--- src/rtl/sync_fifo.sv ---
// Single-clock FIFO with standard or first-word-fall-through read, fill level,
// almost-full/almost-empty thresholds and one-cycle overflow/underflow pulses.
module sync_fifo #(
    parameter int g_width  = 8,
    parameter int g_depth  = 6,
    parameter int g_fwft   = 0,
    parameter int g_afull  = 2**g_depth - 2,
    parameter int g_aempty = 2
) (
    input  logic               i_clk,
    input  logic               i_rst,
    input  logic               i_wren,
    input  logic [g_width-1:0] i_dataW,
    input  logic               i_ren,
    output logic [g_width-1:0] o_dataR,
    output logic               o_empty,
    output logic               o_full,
    output logic [g_depth:0]   o_count,
    output logic               o_almost_full,
    output logic               o_almost_empty,
    output logic               o_overflow,
    output logic               o_underflow
);

    localparam int               c_entries = 2**g_depth;
    localparam logic [g_depth:0] c_full    = (g_depth+1)'(c_entries);
    localparam logic [g_depth:0] c_afull   = (g_depth+1)'(g_afull);
    localparam logic [g_depth:0] c_aempty  = (g_depth+1)'(g_aempty);
    localparam logic [g_depth:0] c_one     = (g_depth+1)'(1);
    localparam logic [g_depth-1:0] c_ptr_one = (g_depth)'(1);

    logic [g_width-1:0] mem [c_entries];
    logic [g_depth-1:0] wr_ptr;
    logic [g_depth-1:0] rd_ptr;
    logic [g_depth:0]   count_next;
    logic [g_depth:0]   mem_level;
    logic               wr_acc;
    logic               rd_acc;
    logic               mem_pop;
    logic               valid_q;
    logic               valid_next;
    logic               empty_next;

    always_comb begin
        wr_acc     = i_wren && !o_full;
        rd_acc     = i_ren && !o_empty;
        count_next = o_count;
        if (wr_acc && !rd_acc) begin
            count_next = o_count + c_one;
        end else if (!wr_acc && rd_acc) begin
            count_next = o_count - c_one;
        end
        // Words still in memory, i.e. not yet moved into the FWFT output register.
        mem_level = o_count - {{g_depth{1'b0}}, valid_q};
        if (g_fwft != 0) begin
            mem_pop    = (mem_level != '0) && (!valid_q || rd_acc);
            valid_next = mem_pop || (valid_q && !rd_acc);
            empty_next = !valid_next;
        end else begin
            mem_pop    = rd_acc;
            valid_next = 1'b0;
            empty_next = (count_next == '0);
        end
    end

    always_ff @(posedge i_clk) begin
        if (wr_acc && !i_rst) begin
            mem[wr_ptr] <= i_dataW;
        end
    end

    always_ff @(posedge i_clk) begin
        if (i_rst) begin
            wr_ptr         <= '0;
            rd_ptr         <= '0;
            valid_q        <= 1'b0;
            o_dataR        <= '0;
            o_count        <= '0;
            o_empty        <= 1'b1;
            o_full         <= 1'b0;
            o_almost_full  <= 1'b0;
            o_almost_empty <= 1'b1;
            o_overflow     <= 1'b0;
            o_underflow    <= 1'b0;
        end else begin
            if (wr_acc) begin
                wr_ptr <= wr_ptr + c_ptr_one;
            end
            if (mem_pop) begin
                rd_ptr  <= rd_ptr + c_ptr_one;
                o_dataR <= mem[rd_ptr];
            end
            valid_q        <= valid_next;
            o_count        <= count_next;
            o_empty        <= empty_next;
            o_full         <= (count_next == c_full);
            o_almost_full  <= (count_next >= c_afull);
            o_almost_empty <= (count_next <= c_aempty);
            o_overflow     <= i_wren && o_full;
            o_underflow    <= i_ren && o_empty;
        end
    end

endmodule

--- config.mk ---
export PLATFORM = sky130hd
export DESIGN_NAME = sync_fifo
export DESIGN_NICKNAME = d
export VERILOG_FILES = /design/src/rtl/sync_fifo.sv
export SDC_FILE = /design/constraint.sdc
export NUM_CORES = 1
export LEC_CHECK = 0
export CELL_PAD_IN_SITES_DETAIL_PLACEMENT = 0
export CELL_PAD_IN_SITES_GLOBAL_PLACEMENT = 1
export CORE_ASPECT_RATIO = 1.75
export CORE_MARGIN = 2
export CORE_UTILIZATION = 45
export CTS_BUF_LIST = sky130_fd_sc_hd__clkbuf_4 sky130_fd_sc_hd__clkbuf_8
export DETAILED_ROUTE_END_ITERATION = 16
export PLACE_DENSITY_LB_ADDON = 0.1
export SETUP_SLACK_MARGIN = 0.3
export SLEW_MARGIN = 0
export SYNTH_ARGS = -nofsm -noshare
export SYNTH_HDL_FRONTEND = slang
export SYNTH_SLANG_ARGS = --single-unit
--- constraint.sdc ---
create_clock -name i_clk -period 2.15 [get_ports i_clk]
set_input_delay 0.215 -clock i_clk [delete_from_list [all_inputs] [get_ports i_clk]]
set_output_delay 0.215 -clock i_clk [all_outputs]
set_load 0.01 [all_outputs]
## Word level (Yosys, flattened, before mapping)

Memories as Yosys holds them, arrays and structs flattened. A register that Yosys moved wholly into a read port is not among the register bits.
Cells that the tools add are included.

| storage, ports and cells | value |
|---|---|
| RAM bits | 512 |
| bits of input ports | 12 |
| memories kept | 1 |
| output and inout port bits | 21 |
| register bits after elaboration | 25 |
| logic and storage cells | 34 |

| operators by class | value |
|---|---|
| reduce and logical (&&, ||, !) cells | 13 |
| mux-type cells | 4 |
| $lt $le $gt $ge | 2 |
| equal/unequal tests | 1 |
| add/sub/neg operators | 4 |

Memory list:

| memory | depth | width | read ports | clocked after Yosys merged registers in | wr ports | RTL line | RTL |
|---|---|---|---|---|---|---|---|
| mem | 64 | 8 | 1 | 1 | 1 | 32 | `logic [g_width-1:0] mem [c_entries];` |

Operator list:

| cell | count |
|---|---|
| 2-to-1 mux 7 bit | 2 |
| adder 6 x 1 -> 6 bit (second input constant) | 2 |
| adder 7 x 1 -> 7 bit (second input constant) | 1 |
| equality test 7 bit (second input constant) | 1 |
| >= comparator 7 x 6 -> 1 bit (second input constant) | 1 |
| less-or-equal comparator 7 x 2 -> 1 bit (second input constant) | 1 |
| logical AND 1 bit | 7 |
| logical NOT 7 bit | 1 |
| subtractor 7 x 1 -> 7 bit (second input constant) | 1 |
| logical NOT 1 bit | 5 |
| 2-to-1 mux 1 bit | 2 |

## Depth between registers and ports, before layout

| depth | value |
|---|---|
| depth in word-level cells | 7 |
| gate-level depth with buffers | 11 |
| gate-level depth less buffers | 7 |

## Worst setup path before layout

No wires, ideal clock.

| timing | value |
|---|---|
| path kind | register to register |
| start point | register wr_ptr[3] |
| end point | memory mem[47][0], enable pin |
| slack | -0.015 ns |
| setup time | 0.395 ns |
| buffers on the path | 1 |
| clock period less this slack | 2.165 ns |
| required time | 1.755 ns |
| data arrival time | 1.770 ns |
| stages on the path, launching flop included | 4 |
| path through | dfxtp_1 -> clkbuf_1 -> nand3b_1 -> nor4_1 |

RTL lines:

| item | RTL line | RTL |
|---|---|---|
| start, declared | 33 | `logic [g_depth-1:0] wr_ptr;` |
| start signal, assigned | 87 | `wr_ptr <= wr_ptr + c_ptr_one;` |
| end, declared | 32 |  |

Straight into the memory's write port.

==> impl_metrics.csv <==
group,metric,value,unit
run_status,outcome,"finished with violations",
run_status,violations,"negative setup slack",
drt,drt-total-wl,55500,um
logic_synthesis,synth_warnings,0,
drt,drt_iter0_drc,769,
hold_path,hold_depth,1,
clocking,cts-hold-fix-buffers,0,
logic_synthesis,synth.largest_area_cell,"edfxtp_1",
floorplanning,initial_core_util,45.6,%
power,seq_power_share,51.1,%
critical_path,crit_family,"multiplexers",
timing,slew_headroom,40.4,%
logic_synthesis,ys_async_sr_fraction,0,%
timing,holdWs,0.0392,ns
logic_synthesis,synthMuxAreaShare,13.7,%
critical_path,cp_slowest_cell,"mux4_2",
timing,setup_violations,6,
logic_synthesis,syn_inst,1166,
power,powerDensity,867,mW/mm^2
logic_synthesis,synth_most_common_cell,"edfxtp_1",
timing,fmax,453,MHz
critical_path,cpMostUsedCell,"buf_12",
logic_synthesis,syn-cell-area,0.0214,mm^2
timing,finalCriticalPeriod,2.21,ns
global_routing,grt_pass1_wl,80800,um
timing,setup_ws,-0.0554,ns
timing,hold_viol,0,
critical_path,cp-start-kind,"flop",
power,pwr-share-clk,35.1,%
critical_path,cp.arrival,2.75,ns
logic_synthesis,synth_common_cells,"edfxtp_1 (512), mux2i_1 (108), nor2_1 (92), mux4_2 (82), nand2_1 (35)",
final_layout,fin_nets,1477,
drt,first_pass_iters,5,
logic_synthesis,synth_xor_area_share,0.613,%
timing,fin_crit_sh,103,%
clocking,clock-sinks,545,
floorplanning,die_w,169,um
power,p_sw_share,23.5,%
logic_synthesis,ys.flop_type,"edfxtp_1",
drt,drcViolationCount,0,
flow_run,drv_cap,0,
drt,ant_nets,0,
timing,tightest_slew,0.894,ns
logic_synthesis,synthAdderAreaFrac,0.233,%
floorplanning,boundaryPins,33,
timing,skew,0.0305,ns
clocking,ctsRootBufferMaster,"clkbuf_8",
critical_path,reg2reg_slack,-0.06,ns
power,ir_drop,0.688,mV
placement,gp_congestion,0.817,
global_routing,antenna_found_initial,1,
critical_path,cpPeakStageDelay,0.52,ns
clocking,htree_levels,3,
logic_synthesis,synth-simple-area-share,4.44,%
logic_synthesis,synth_nets,1182,
hold_path,hold_end,"mem[26][3]",
logic_synthesis,synth_seq_area_share,74.8,%
final_layout,final_util,56.7,%
floorplanning,dieArea,0.0495,mm^2
clocking,worstSkewPairLatency,0.65,ns
placement,hpwl,36500,um
placement,port_buffers,32,
critical_path,crit_fanout,6,
power,p_sw,5430,uW
timing,maxSlewViolCount,0,
clocking,path_clk_slew,0.07,ns
global_routing,grt_util_all_layers,22.8,%
logic_synthesis,yosys.area.top_type_share,71.7,%
critical_path,regToRegStartpoint,"rd_ptr[0]",
drt,wl_per_cell,26.3,um
global_routing,grt_overflow,0,
final_layout,drive_gt1_share,36.4,%
logic_synthesis,synth_top_family_by_area,"multiplexers",
power,intPower,17700,uW
floorplanning,core,0.0470,mm^2
floorplanning,dieHeight,293,um
final_layout,area_growth_syn_to_layout,24.3,%
logic_synthesis,ys_seq_elements,545,
hold_path,worstHoldPathType,"primary input to flop",
critical_path,reg2reg_depth,9,
drt,vias_per_cell,5.63,
floorplanning,rows,105,
critical_path,critPathBufInv,4,
critical_path,critPathKind,"flop to flop",
clocking,numCtsBuffers,79,
logic_synthesis,yosysUniqueCellTypes,49,
power,p_total,23100,uW
logic_synthesis,synth-edff-count,512,
power,p_comb_share,13.8,%
global_routing,grt_pass1_vias,12400,
power,power.leakage,0.00873,uW
clocking,cts_buffer_depth,3,
global_routing,grt_max_degree,65,
logic_synthesis,synth_area_per_cell,18.4,um^2
hold_path,min-delay-start,"i_dataW[3]",
drt,vias,11900,
timing,rsz0062_at_grt,"true",
logic_synthesis,synth_compound_area_share,4.30,%
critical_path,end_kind,"flop",
clocking,cts_tree,"built",
critical_path,required,2.69,ns
critical_path,timing.rr.end,"o_dataR[1]",
logic_synthesis,synth_area_leaders,"edfxtp_1 (72%), mux4_2 (8.6%), mux2i_1 (5.0%)",
critical_path,crit_chain,"buf_12 -> buf_6 -> buf_12 -> buf_12 -> mux4_2 -> mux2i_4 -> o21ai_1 -> a32o_1 -> a31o_1",
-- routing by layer --
metal | global-route usage (%) | share of wire (%) | up-vias
met5 | 0 | 0 | -
met4 | 7.75 | 2.9 | 0
met3 | 3.15 | 3.9 | 97
met2 | 42.5 | 55 | 292
met1 | 26.8 | 38 | 6196
li1 | - | - | 5293
-- worst max-delay path by stage --
| stage | from | endpoint | slack, ns | depth (start not counted) |
|---|---|---|---|---|
| floorplan | o_full | mem[59][0] | 0.20 | 5 |
| global placement | rd_ptr[0] | o_dataR[6] | -0.28 | 7 |
| detailed placement | rd_ptr[0] | o_dataR[6] | -0.27 | 7 |
| CTS | rd_ptr[0] | o_dataR[3] | -0.05 | 8 |
| global route | rd_ptr[0] | o_dataR[1] | -0.11 | 9 |
| finish | rd_ptr[0] | o_dataR[1] | -0.06 | 9 |
-- per-stage QoR --
stage	TNS, ns	area (um^2)	cells	setup WS (ns)
2_1_floorplan	0	21600	1166	0.195
3_3_place_gp	-24.23	24200	1927	-0.280
3_5_place_dp	-25.79	24200	1927	-0.267
4_1_cts	-0.205	26300	2093	-0.0483
5_1_grt	-0.663	26700	2110	-0.109
6_report	-0.195	26700	2110	-0.0554
-- layout by cell type (no fill, tap or decap), types with 12 or more instances in the layout --
master and count:
nor2_2 14, nand2_1 33, mux4_2 82, clkbuf_8 81
o22ai_1 23, dfxtp_1 20, mux2i_1 101, buf_12 43
clkinv_1 24, a21oi_1 12, edfxtp_1 512, clkbuf_4 22
o21ai_0 15, buf_4 191, nor2_1 78, clkdlybuf4s50_1 14
-- final cells by class --
cell class,instances,area (um^2)
clock buffer,103,1280
timing repair buffer,284,2910
multi-input combinational,547,5390
sequential,545,16100
tap,588,736
fill,3760,20400
clock inverter,38,245
inverter,4,15.0
antenna,1,2.50
-- power groups by stage --
stage          Combinational, uW  Clock (uW)  Sequential (uW)
3_3_place_gp                2570           0            12000
5_1_grt                     3370        8710            11800
4_1_cts                     3020        8300            11800
2_1_floorplan               1510           0            12000
3_5_place_dp                2580           0            12000
6_report                    3190        8100            11800
-- registers in the layout, indices dropped and copies added, names as in the netlist --
| register | count |
|---|---|
| o_empty | 1 |
| o_underflow | 1 |
| o_dataR | 8 |
| o_overflow | 1 |
| o_full | 1 |
| mem | 512 |
| rd_ptr | 6 |
| o_count | 7 |
| wr_ptr | 6 |
| o_almost_empty | 1 |
| o_almost_full | 1 |
-- timing repair --
action | CTS | global route
pin swaps | 16 | 18
setup endpoints to repair | 257 | 115
resized for setup | 78 | 44
buffers inserted | 20 | 15
gates cloned | 5 | 1
-- cell families after synthesis --
logic type                 Yosys count
adders and majority gates            4
xor gates and xnor gates            15
and+or+nand+nor                    204
DFF                                545
AOI/OAI and AO/OA                  134
buffers and inverters               74
muxes                              190
No activity file was read; power rests on OpenSTA's default activity.
